`src/rtl/snn_axil_cmd_master.sv`:
```
// AXI4-Lite initiator that executes WRITE / READ / POLL commands against the
// SNN core configuration slave and returns one response per command.
module snn_axil_cmd_master #(
    parameter int C_M_AXI_ADDR_WIDTH = 16,
    parameter int C_M_AXI_DATA_WIDTH = 32,
    parameter int POLL_GAP           = 4,
    parameter int POLL_TIMEOUT       = 1024
) (
    input  logic                            M_AXI_ACLK,
    input  logic                            M_AXI_ARESETN,
    // command channel
    input  logic                            cmd_valid,
    output logic                            cmd_ready,
    input  logic [1:0]                      cmd_op,
    input  logic [C_M_AXI_ADDR_WIDTH-1:0]   cmd_addr,
    input  logic [C_M_AXI_DATA_WIDTH-1:0]   cmd_data,
    input  logic [C_M_AXI_DATA_WIDTH-1:0]   cmd_mask,
    // response channel
    output logic                            rsp_valid,
    input  logic                            rsp_ready,
    output logic [C_M_AXI_DATA_WIDTH-1:0]   rsp_data,
    output logic [1:0]                      rsp_status,
    output logic                            busy,
    // AXI4-Lite write address
    output logic [C_M_AXI_ADDR_WIDTH-1:0]   M_AXI_AWADDR,
    output logic [2:0]                      M_AXI_AWPROT,
    output logic                            M_AXI_AWVALID,
    input  logic                            M_AXI_AWREADY,
    // AXI4-Lite write data
    output logic [C_M_AXI_DATA_WIDTH-1:0]   M_AXI_WDATA,
    output logic [C_M_AXI_DATA_WIDTH/8-1:0] M_AXI_WSTRB,
    output logic                            M_AXI_WVALID,
    input  logic                            M_AXI_WREADY,
    // AXI4-Lite write response
    input  logic [1:0]                      M_AXI_BRESP,
    input  logic                            M_AXI_BVALID,
    output logic                            M_AXI_BREADY,
    // AXI4-Lite read address
    output logic [C_M_AXI_ADDR_WIDTH-1:0]   M_AXI_ARADDR,
    output logic [2:0]                      M_AXI_ARPROT,
    output logic                            M_AXI_ARVALID,
    input  logic                            M_AXI_ARREADY,
    // AXI4-Lite read data
    input  logic [C_M_AXI_DATA_WIDTH-1:0]   M_AXI_RDATA,
    input  logic [1:0]                      M_AXI_RRESP,
    input  logic                            M_AXI_RVALID,
    output logic                            M_AXI_RREADY
);

    localparam int AW = C_M_AXI_ADDR_WIDTH;
    localparam int DW = C_M_AXI_DATA_WIDTH;
    localparam int PW = $clog2(POLL_TIMEOUT + 1);
    localparam int GW = (POLL_GAP > 0) ? $clog2(POLL_GAP + 1) : 1;

    localparam logic [PW-1:0] TIMEOUT_CNT = PW'(POLL_TIMEOUT);
    localparam logic [GW-1:0] GAP_LOAD    = GW'(POLL_GAP);

    localparam logic [1:0] OP_WRITE     = 2'b00;
    localparam logic [1:0] OP_POLL      = 2'b10;
    localparam logic [1:0] RESP_OKAY    = 2'b00;
    localparam logic [1:0] RESP_TIMEOUT = 2'b01;

    typedef enum logic [2:0] {
        S_IDLE,
        S_WR,
        S_WR_RESP,
        S_RD_ADDR,
        S_RD_DATA,
        S_POLL_WAIT,
        S_RSP
    } state_t;

    state_t          state;
    state_t          state_nxt;
    logic [1:0]      op_q;
    logic [AW-1:0]   addr_q;
    logic [DW-1:0]   data_q;
    logic [DW-1:0]   mask_q;
    logic [PW-1:0]   poll_cnt;
    logic [PW-1:0]   poll_cnt_inc;
    logic [GW-1:0]   gap_cnt;
    logic [1:0]      rd_status;
    logic            poll_match;
    logic            is_poll;
    logic            cmd_fire;

    // Address/data come straight from the latched command registers; they
    // are only rewritten in IDLE, so they stay stable while any VALID is high.
    assign M_AXI_AWADDR = addr_q;
    assign M_AXI_ARADDR = addr_q;
    assign M_AXI_WDATA  = data_q;
    assign M_AXI_WSTRB  = '1;
    assign M_AXI_AWPROT = 3'b000;
    assign M_AXI_ARPROT = 3'b000;

    assign busy         = (state != S_IDLE);
    assign cmd_fire     = cmd_valid && cmd_ready;
    assign is_poll      = (op_q == OP_POLL);
    assign poll_match   = (((M_AXI_RDATA ^ data_q) & mask_q) == '0);
    assign poll_cnt_inc = poll_cnt + PW'(1);

    // State register
    always_ff @(posedge M_AXI_ACLK or negedge M_AXI_ARESETN) begin
        if (!M_AXI_ARESETN) begin
            state <= S_IDLE;
        end else begin
            state <= state_nxt;
        end
    end

    // Next-state decode and the status a finished read/poll reports
    always_comb begin
        state_nxt = state;
        rd_status = M_AXI_RRESP;
        case (state)
            S_IDLE: begin
                if (cmd_fire) begin
                    state_nxt = (cmd_op == OP_WRITE) ? S_WR : S_RD_ADDR;
                end
            end
            S_WR: begin
                // AW and W finish independently; a channel is done once its
                // VALID has dropped or its handshake is happening now.
                if ((!M_AXI_AWVALID || M_AXI_AWREADY) &&
                    (!M_AXI_WVALID  || M_AXI_WREADY)) begin
                    state_nxt = S_WR_RESP;
                end
            end
            S_WR_RESP: begin
                if (M_AXI_BVALID) begin
                    state_nxt = S_RSP;
                end
            end
            S_RD_ADDR: begin
                if (M_AXI_ARREADY) begin
                    state_nxt = S_RD_DATA;
                end
            end
            S_RD_DATA: begin
                if (M_AXI_RVALID) begin
                    if (!is_poll || (M_AXI_RRESP != RESP_OKAY) || poll_match) begin
                        state_nxt = S_RSP;
                    end else if (poll_cnt_inc == TIMEOUT_CNT) begin
                        state_nxt = S_RSP;
                        rd_status = RESP_TIMEOUT;
                    end else begin
                        state_nxt = S_POLL_WAIT;
                    end
                end
            end
            S_POLL_WAIT: begin
                // Loaded with POLL_GAP on entry; a zero gap still spends the
                // single entry cycle here before reissuing the read.
                if (gap_cnt <= GW'(1)) begin
                    state_nxt = S_RD_ADDR;
                end
            end
            S_RSP: begin
                if (rsp_ready) begin
                    state_nxt = S_IDLE;
                end
            end
            default: state_nxt = S_IDLE;
        endcase
    end

    // Registered AXI handshakes, command latch, counters and response
    always_ff @(posedge M_AXI_ACLK or negedge M_AXI_ARESETN) begin
        if (!M_AXI_ARESETN) begin
            cmd_ready     <= 1'b0;
            M_AXI_AWVALID <= 1'b0;
            M_AXI_WVALID  <= 1'b0;
            M_AXI_BREADY  <= 1'b0;
            M_AXI_ARVALID <= 1'b0;
            M_AXI_RREADY  <= 1'b0;
            rsp_valid     <= 1'b0;
            rsp_data      <= '0;
            rsp_status    <= 2'b00;
            op_q          <= 2'b00;
            addr_q        <= '0;
            data_q        <= '0;
            mask_q        <= '0;
            poll_cnt      <= '0;
            gap_cnt       <= '0;
        end else begin
            cmd_ready <= (state_nxt == S_IDLE);
            case (state)
                S_IDLE: begin
                    if (cmd_fire) begin
                        op_q     <= cmd_op;
                        addr_q   <= cmd_addr;
                        data_q   <= cmd_data;
                        mask_q   <= cmd_mask;
                        poll_cnt <= '0;
                        if (cmd_op == OP_WRITE) begin
                            M_AXI_AWVALID <= 1'b1;
                            M_AXI_WVALID  <= 1'b1;
                        end else begin
                            M_AXI_ARVALID <= 1'b1;
                        end
                    end
                end
                S_WR: begin
                    if (M_AXI_AWREADY) begin
                        M_AXI_AWVALID <= 1'b0;
                    end
                    if (M_AXI_WREADY) begin
                        M_AXI_WVALID <= 1'b0;
                    end
                    if (state_nxt == S_WR_RESP) begin
                        M_AXI_BREADY <= 1'b1;
                    end
                end
                S_WR_RESP: begin
                    if (M_AXI_BVALID) begin
                        M_AXI_BREADY <= 1'b0;
                        rsp_valid    <= 1'b1;
                        rsp_data     <= '0;
                        rsp_status   <= M_AXI_BRESP;
                    end
                end
                S_RD_ADDR: begin
                    if (M_AXI_ARREADY) begin
                        M_AXI_ARVALID <= 1'b0;
                        M_AXI_RREADY  <= 1'b1;
                    end
                end
                S_RD_DATA: begin
                    if (M_AXI_RVALID) begin
                        M_AXI_RREADY <= 1'b0;
                        if (is_poll) begin
                            poll_cnt <= poll_cnt_inc;
                        end
                        if (state_nxt == S_RSP) begin
                            rsp_valid  <= 1'b1;
                            rsp_data   <= M_AXI_RDATA;
                            rsp_status <= rd_status;
                        end else begin
                            gap_cnt <= GAP_LOAD;
                        end
                    end
                end
                S_POLL_WAIT: begin
                    if (gap_cnt != '0) begin
                        gap_cnt <= gap_cnt - GW'(1);
                    end
                    if (state_nxt == S_RD_ADDR) begin
                        M_AXI_ARVALID <= 1'b1;
                    end
                end
                S_RSP: begin
                    if (rsp_ready) begin
                        rsp_valid <= 1'b0;
                    end
                end
                default: ;
            endcase
        end
    end

endmodule

```
`config.mk`:
```
export PLATFORM = sky130hd
export DESIGN_NAME = snn_axil_cmd_master
export DESIGN_NICKNAME = d
export VERILOG_FILES = /design/src/rtl/snn_axil_cmd_master.sv
export SDC_FILE = /design/constraint.sdc
export NUM_CORES = 1
export LEC_CHECK = 0
export CAP_MARGIN = 40
export CORE_AREA = 2 2 129 131
export CTS_BUF_LIST = sky130_fd_sc_hd__clkbuf_2
export DETAILED_ROUTE_END_ITERATION = 8
export DIE_AREA = 0 0 131 133
export GPL_ROUTABILITY_DRIVEN = 1
export PLACE_DENSITY_LB_ADDON = 0.05
export SYNTH_ARGS = -nofsm -noshare
export SYNTH_HDL_FRONTEND = slang
export SYNTH_SLANG_ARGS = --single-unit
```
`constraint.sdc`:
```
create_clock -name M_AXI_ACLK -period 2.5 [get_ports M_AXI_ACLK]
set_input_delay 0.375 -clock M_AXI_ACLK [delete_from_list [all_inputs] [get_ports M_AXI_ACLK]]
set_output_delay 0.375 -clock M_AXI_ACLK [all_outputs]
set_load 0.01 [all_outputs]
```
==> results of run 1 <==
## state kept, by name (all words and copies together) (netlist names), 2 cells and up
register,flops
op_q,2
rsp_data,32
mask_q,32
M_AXI_WDATA,32
poll_cnt,11
gap_cnt,3
state,3
rsp_status,2
M_AXI_ARADDR,16
## metal layers
metal  part of all wire (%)  vias to the layer above  track usage, %
li1                       -                     2340               -
met1                     42                     2458           25.62
met2                     51                      137           34.05
met3                    6.1                       13           6.268
met4                    1.2                        0           6.147
met5                      0                        -               0
## metrics by stage
stage                     cells  power, mW  setup TNS [ps]
after floorplan             524      6.163               0
final                      1003      10.19               0
after global placement      959      8.525          -20180
after detailed placement    959      8.633          -20800
after global routing       1003      10.85          -300.3
after CTS                   996      10.27               0
## layout make-up
cell class	instances	area, µm²
antenna	1	2.502
clock buffer	18	90.09
clock inverter	14	200.2
fill	1349	6761
inverter	11	41.29
multi-input combinational	326	2599
sequential	140	3507
tap	220	275.3
timing repair buffer	273	2695
## worst max-delay path: cells and delay by family (launching register included)
family / cells / cell delay, ps
buffers and inverters: 1 / 190
XOR/XNOR: 1 / 180
flip-flops: 1 / 430
AO/OA/AOI/OAI: 4 / 750
AND/OR/NAND/NOR: 2 / 790
## kinds of logic (layout without fill, tap and decap cells)
| group | count (synthesis) | count (layout) | share of synthesized area, % |
|---|---|---|---|
| AO/OA/AOI/OAI | 105 | 105 | 11.87 |
| XOR/XNOR | 33 | 33 | 4.554 |
| adder cells (fa/ha/maj) | 4 | 4 | 0.7887 |
| buffers and inverters | 58 | 316 | 5.185 |
| flip-flops | 140 | 140 | 55.21 |
| multiplexers | 89 | 89 | 15.75 |
| other | 2 | 11 | 0.1183 |
| AND/OR/NAND/NOR | 85 | 85 | 6.526 |
## power breakdown
part | leakage (nW) | internal (mW) | total (mW) | switching, mW
combinational | 2.15 | 2.82 | 4.75 | 1.93
sequential | 1.73 | 3.20 | 3.87 | 0.670
clock | 0.166 | 0.747 | 1.57 | 0.822
total | 4.05 | 6.77 | 10.2 | 3.42
## path summary, 6_finish.rpt
check | from | end | slack (ps) | cells after the start
worst max-delay path | M_AXI_WDATA[30]$_DFFE_PN0P_ | rsp_data[13]$_DFFE_PN0P_ | 60 | 8
worst min-delay path | M_AXI_ARESETN | M_AXI_WDATA[10]$_DFFE_PN0P_ | 160 | 2
worst max register to register | M_AXI_WDATA[30]$_DFFE_PN0P_ | rsp_data[13]$_DFFE_PN0P_ | 60 | 8
worst min register to register | rsp_status[1]$_DFFE_PN0P_ | rsp_status[1]$_DFFE_PN0P_ | 520 | 1
max in group asynchronous | M_AXI_ARESETN | poll_cnt[2]$_DFFE_PN0P_ | 1530 | 3
min in group M_AXI_ACLK | cmd_mask[20] | mask_q[20]$_DFFE_PN0P_ | 270 | 2
## cells in the final DEF, fill, tap and decap left out, drive strengths merged, types with 2 or more instances in the layout
cell             n
a21oi           13
a22o            33
a22oi           18
a31oi            4
and3             2
buf             41
bufinv           5
clkbuf          18
clkdlybuf4s50  230
clkinv           7
clkinvlp         2
conb            10
dfrtp          140
ha               4
inv             11
mux2            87
mux2i            2
nand2           22
nand2b           2
nand3           10
nand4            5
nor2            23
nor3             8
nor4             2
o21ai           26
o31ai            2
o41ai            3
or2              4
xor2            33
## repair_timing
action	in CTS	in global routing
hold buffers	1	0
gates resized for setup	4	8
endpoints found under the setup margin	38	37
gates cloned	0	0
pin swaps	2	4
endpoints found under the hold margin	112	0
setup buffers	4	6
==> flow_summary.json, run 1 <==
{
  "cts_max_level": 4,
  "drc": 0,
  "skew_ps": 32.09,
  "async_flop_share_pct": 100.0,
  "ios": 243,
  "initialDrtViolationCount": 201,
  "worstSetupEndpointType": "flip-flop",
  "die_area_mm2": 0.01742,
  "syn_area_per_cell_um2": 12.30,
  "fin_util_pct": 58.19,
  "dpl.hpwl_um": 12970,
  "initial_utilization_pct": 39.24,
  "hold_slack_ps": 161.0,
  "relSlewSlack_pct": 61.67,
  "first_pass_iters": 4,
  "criticalPathCategory": "reg2reg",
  "fp.dieH_um": 133,
  "path_max_fanout": 19,
  "core-area_mm2": 0.01617,
  "grt_pass1_vias": 5131,
  "hold_path.class": "in2async",
  "grt_pass1_wl_um": 27170,
  "place_area_mm2": 0.008990,
  "layout_setup_ws_ps": 56.95,
  "drt.antenna.violating_nets": 0,
  "path_clk_slew_ps": 210,
  "p_per_area_mw_per_mm2": 1083,
  "drv_cap": 0,
  "antenna_found_initial": 1,
  "synth_most_common_cell": "dfrtp_1",
  "clock_latency_ps": 700,
  "ys_types": 47,
  "viasPerCell": 4.933,
  "nets": 900,
  "hold_violations": 0,
  "ys_top_cells_by_count": "dfrtp_1 (140), mux2_2 (86), a22o_1 (33), xor2_1 (33), buf_4 (26)",
  "fp.dieW_um": 131,
  "grt_max_degree": 61,
  "grt_usage_pct": 20.51,
  "slew_violations": 0,
  "cts_root_buf": "clkbuf_2",
  "status": "completed",
  "layout-drive-gt1-share_pct": 22.38,
  "numCtsBuffers": 17,
  "crit_chain": "xor2_1 > a22oi_2 > nand4_1 > or4_4 > a31oi_4 > o21ai_4 > buf_12 > a22o_1",
  "synth.yosys.warnings": 0,
  "place.gp.congestion": 0.8034,
  "fin_area_mm2": 0.009410,
  "clkSinkCount": 140,
  "final-setup-viol-count": 0,
  "slowest_stage": "or4_4",
  "num_vias": 4948,
  "cp_data_required_time_ps": 3090,
  "syn_to_final_growth_pct": 48.28,
  "clk_path_buf_depth": 2,
  "start_kind": "flip-flop",
  "synth_top_area_share_pct": 55.21,
  "ys_seq_area_share_pct": 55.21,
  "synth_cells": 516,
  "max_freq_mhz": 409.3,
  "tightest_slew_ps": 572.8,
  "ys_seq_elements": 140,
  "grt_overflow_total": 0,
  "synth.cell_area_mm2": 0.006346,
  "arrival_ps": 3030,
  "pre_cts_slack_ps": -588.0,
  "tritoncts": "yes",
  "ys.flop_type": "dfrtp_1",
  "routed_wl_um": 17480,
  "slowest_delay_ps": 600,
  "wire_per_inst_um": 17.42,
  "rsz0062_at_grt": "yes",
  "leakage_nw": 4.052,
  "fin_crit_sh_pct": 97.72,
  "synth_area_leaders": "dfrtp_1 (55%), mux2_2 (15%), a22o_1 (4.6%)",
  "rows": 47,
  "fin_crit_ps": 2443,
  "vdd_drop_max_mv": 0.4649,
  "synth_edf_count": 0,
  "yosysTopAreaCell": "dfrtp_1",
  "port-buffer-count": 232
}
No activity file was read; power rests on OpenSTA's default activity.
==> run 2: changes to the inputs <==
--- a/config.mk
+++ b/config.mk
@@ -6,10 +6,10 @@
 export NUM_CORES = 1
 export LEC_CHECK = 0
 export CAP_MARGIN = 40
-export CORE_AREA = 2 2 129 131
+export CORE_AREA = 2 2 154 111
 export CTS_BUF_LIST = sky130_fd_sc_hd__clkbuf_2
 export DETAILED_ROUTE_END_ITERATION = 8
-export DIE_AREA = 0 0 131 133
+export DIE_AREA = 0 0 156 113
 export GPL_ROUTABILITY_DRIVEN = 1
 export PLACE_DENSITY_LB_ADDON = 0.05
 export SYNTH_ARGS = -nofsm -noshare
==> flow_summary.json, run 2 (synthesis gave the netlist of run 1 again) <==
{
  "initial_utilization_pct": 39.53,
  "grt_usage_pct": 20.77,
  "ios": 243,
  "r2r_slack_ps": 60,
  "fin_area_mm2": 0.009465,
  "final-setup-viol-count": 0,
  "layout_setup_ws_ps": 55.66,
  "rows": 39,
  "place.gp.congestion": 0.8163,
  "drt.antenna.violating_nets": 0,
  "slowest_stage": "dfrtp_1",
  "dpl.hpwl_um": 13040,
  "fin_crit_ps": 2444,
  "fp.dieH_um": 113,
  "r2r-start": "poll_cnt[4]$_DFFE_PN0P_",
  "slew_violations": 0,
  "worstSetupEndpointType": "flip-flop",
  "antenna_found_initial": 1,
  "viasPerCell": 5.067,
  "syn_to_final_growth_pct": 49.15,
  "max_freq_mhz": 409.1,
  "leakage_nw": 4.117,
  "place_area_mm2": 0.009144,
  "start_kind": "flip-flop",
  "fp.dieW_um": 156,
  "die_area_mm2": 0.01763,
  "clock_latency_ps": 680,
  "drv_cap": 0,
  "fin_crit_sh_pct": 97.77,
  "hold_violations": 0,
  "status": "completed",
  "criticalPathCategory": "reg2reg",
  "layout_commonest_cell": "clkdlybuf4s50_1",
  "relSlewSlack_pct": 58.77,
  "path_clk_slew_ps": 200,
  "nets": 917,
  "arrival_ps": 3020,
  "cts_max_level": 4,
  "vdd_drop_max_mv": 0.5642,
  "slowest_delay_ps": 470,
  "p_per_area_mw_per_mm2": 1053,
  "pre_cts_slack_ps": -748.0,
  "hold_path.class": "in2async",
  "fin_setup_tns_ps": 0,
  "tritoncts": "yes",
  "drc": 0,
  "r2r_cells": 8,
  "numCtsBuffers": 17,
  "routed_wl_um": 17940,
  "fin_util_pct": 58.96,
  "num_vias": 5072,
  "place_inst": 967,
  "rsz0062_at_grt": "yes",
  "skew_ps": 22.23,
  "r2r_end": "rsp_data[23]$_DFFE_PN0P_",
  "grt_max_degree": 63,
  "cp_data_required_time_ps": 3070,
  "grt_overflow_total": 0,
  "hold_slack_ps": 236.0,
  "wire_per_inst_um": 17.92,
  "layout-drive-gt1-share_pct": 23.24,
  "core-area_mm2": 0.01605,
  "stdcell_count": 1001,
  "finalPower_mw": 9.970,
  "grt_pass1_vias": 5184,
  "cts_root_buf": "clkbuf_2",
  "path_max_fanout": 9,
  "grt_pass1_wl_um": 28100,
  "fillers": 1305,
  "crit_chain": "nand4_2 > nor4_1 > mux2i_1 > a221o_1 > a31oi_4 > o21ai_4 > buf_4 > a22o_1",
  "clkSinkCount": 140,
  "first_pass_iters": 5,
  "port-buffer-count": 232,
  "initialDrtViolationCount": 296,
  "endpoint": "rsp_data[23]$_DFFE_PN0P_",
  "diodes": 0,
  "crit_start": "poll_cnt[4]$_DFFE_PN0P_",
  "mostFrequentLayoutCells": "clkdlybuf4s50_1 (230), dfrtp_1 (139), mux2_2 (85)",
  "tightest_slew_ps": 618.5,
  "clk_path_buf_depth": 2
}
## run 2: worst min path at each step
stage / startpoint / end / cells past startpoint / slack, ps
2_1_floorplan: M_AXI_ARESETN / M_AXI_ARADDR[0]$_DFFE_PN0P_ / 0 / 80
3_3_place_gp: M_AXI_ARESETN / M_AXI_ARADDR[11]$_DFFE_PN0P_ / 1 / 410
3_5_place_dp: M_AXI_ARESETN / M_AXI_ARADDR[11]$_DFFE_PN0P_ / 1 / 410
4_1_cts: M_AXI_ARESETN / rsp_valid$_DFFE_PN0P_ / 2 / 190
5_1_grt: M_AXI_ARESETN / rsp_valid$_DFFE_PN0P_ / 2 / 190
6_report: M_AXI_ARESETN / rsp_valid$_DFFE_PN0P_ / 2 / 240
## run 2: repair_timing
item | in CTS | in global routing
resized for setup | 5 | 9
endpoints found under the setup margin | 40 | 39
pin swaps | 3 | 6
hold endpoints to repair | 59 | 0
buffers inserted | 2 | 2
hold buffers | 1 | 0
## run 2: per-layer routing
layer	GRT usage (%)	wire, µm	vias to the layer above
met2	31.53	7984	203
met3	7.392	1483	22
met1	28.26	8155	2480
li1	-	-	2367
met4	5.994	316	0
met5	0	0	-
## run 2: final cells by class
type / instances / area (µm²) / share of cell area [%]
clock buffer: 17 / 85.08 / 0.8989
clock inverter: 12 / 131.4 / 1.388
inverter: 11 / 41.29 / 0.4362
multi-input combinational: 326 / 2616 / 27.64
sequential: 140 / 3505 / 37.03
tap: 205 / 256.5 / 2.710
timing repair buffer: 290 / 2830 / 29.90
## run 2: worst max-delay path: cells and delay by family (launching register included)
kind,cells,cell delay [ps]
compound gates,4,980
buf+inv,1,210
flops,1,470
mux,1,120
simple gates,2,580
## run 2: report_power, final
group | internal (mW) | leakage [nW] | switching, mW
combinational | 2.86 | 2.25 | 1.94
clock | 0.519 | 0.133 | 0.787
sequential | 3.20 | 1.74 | 0.662
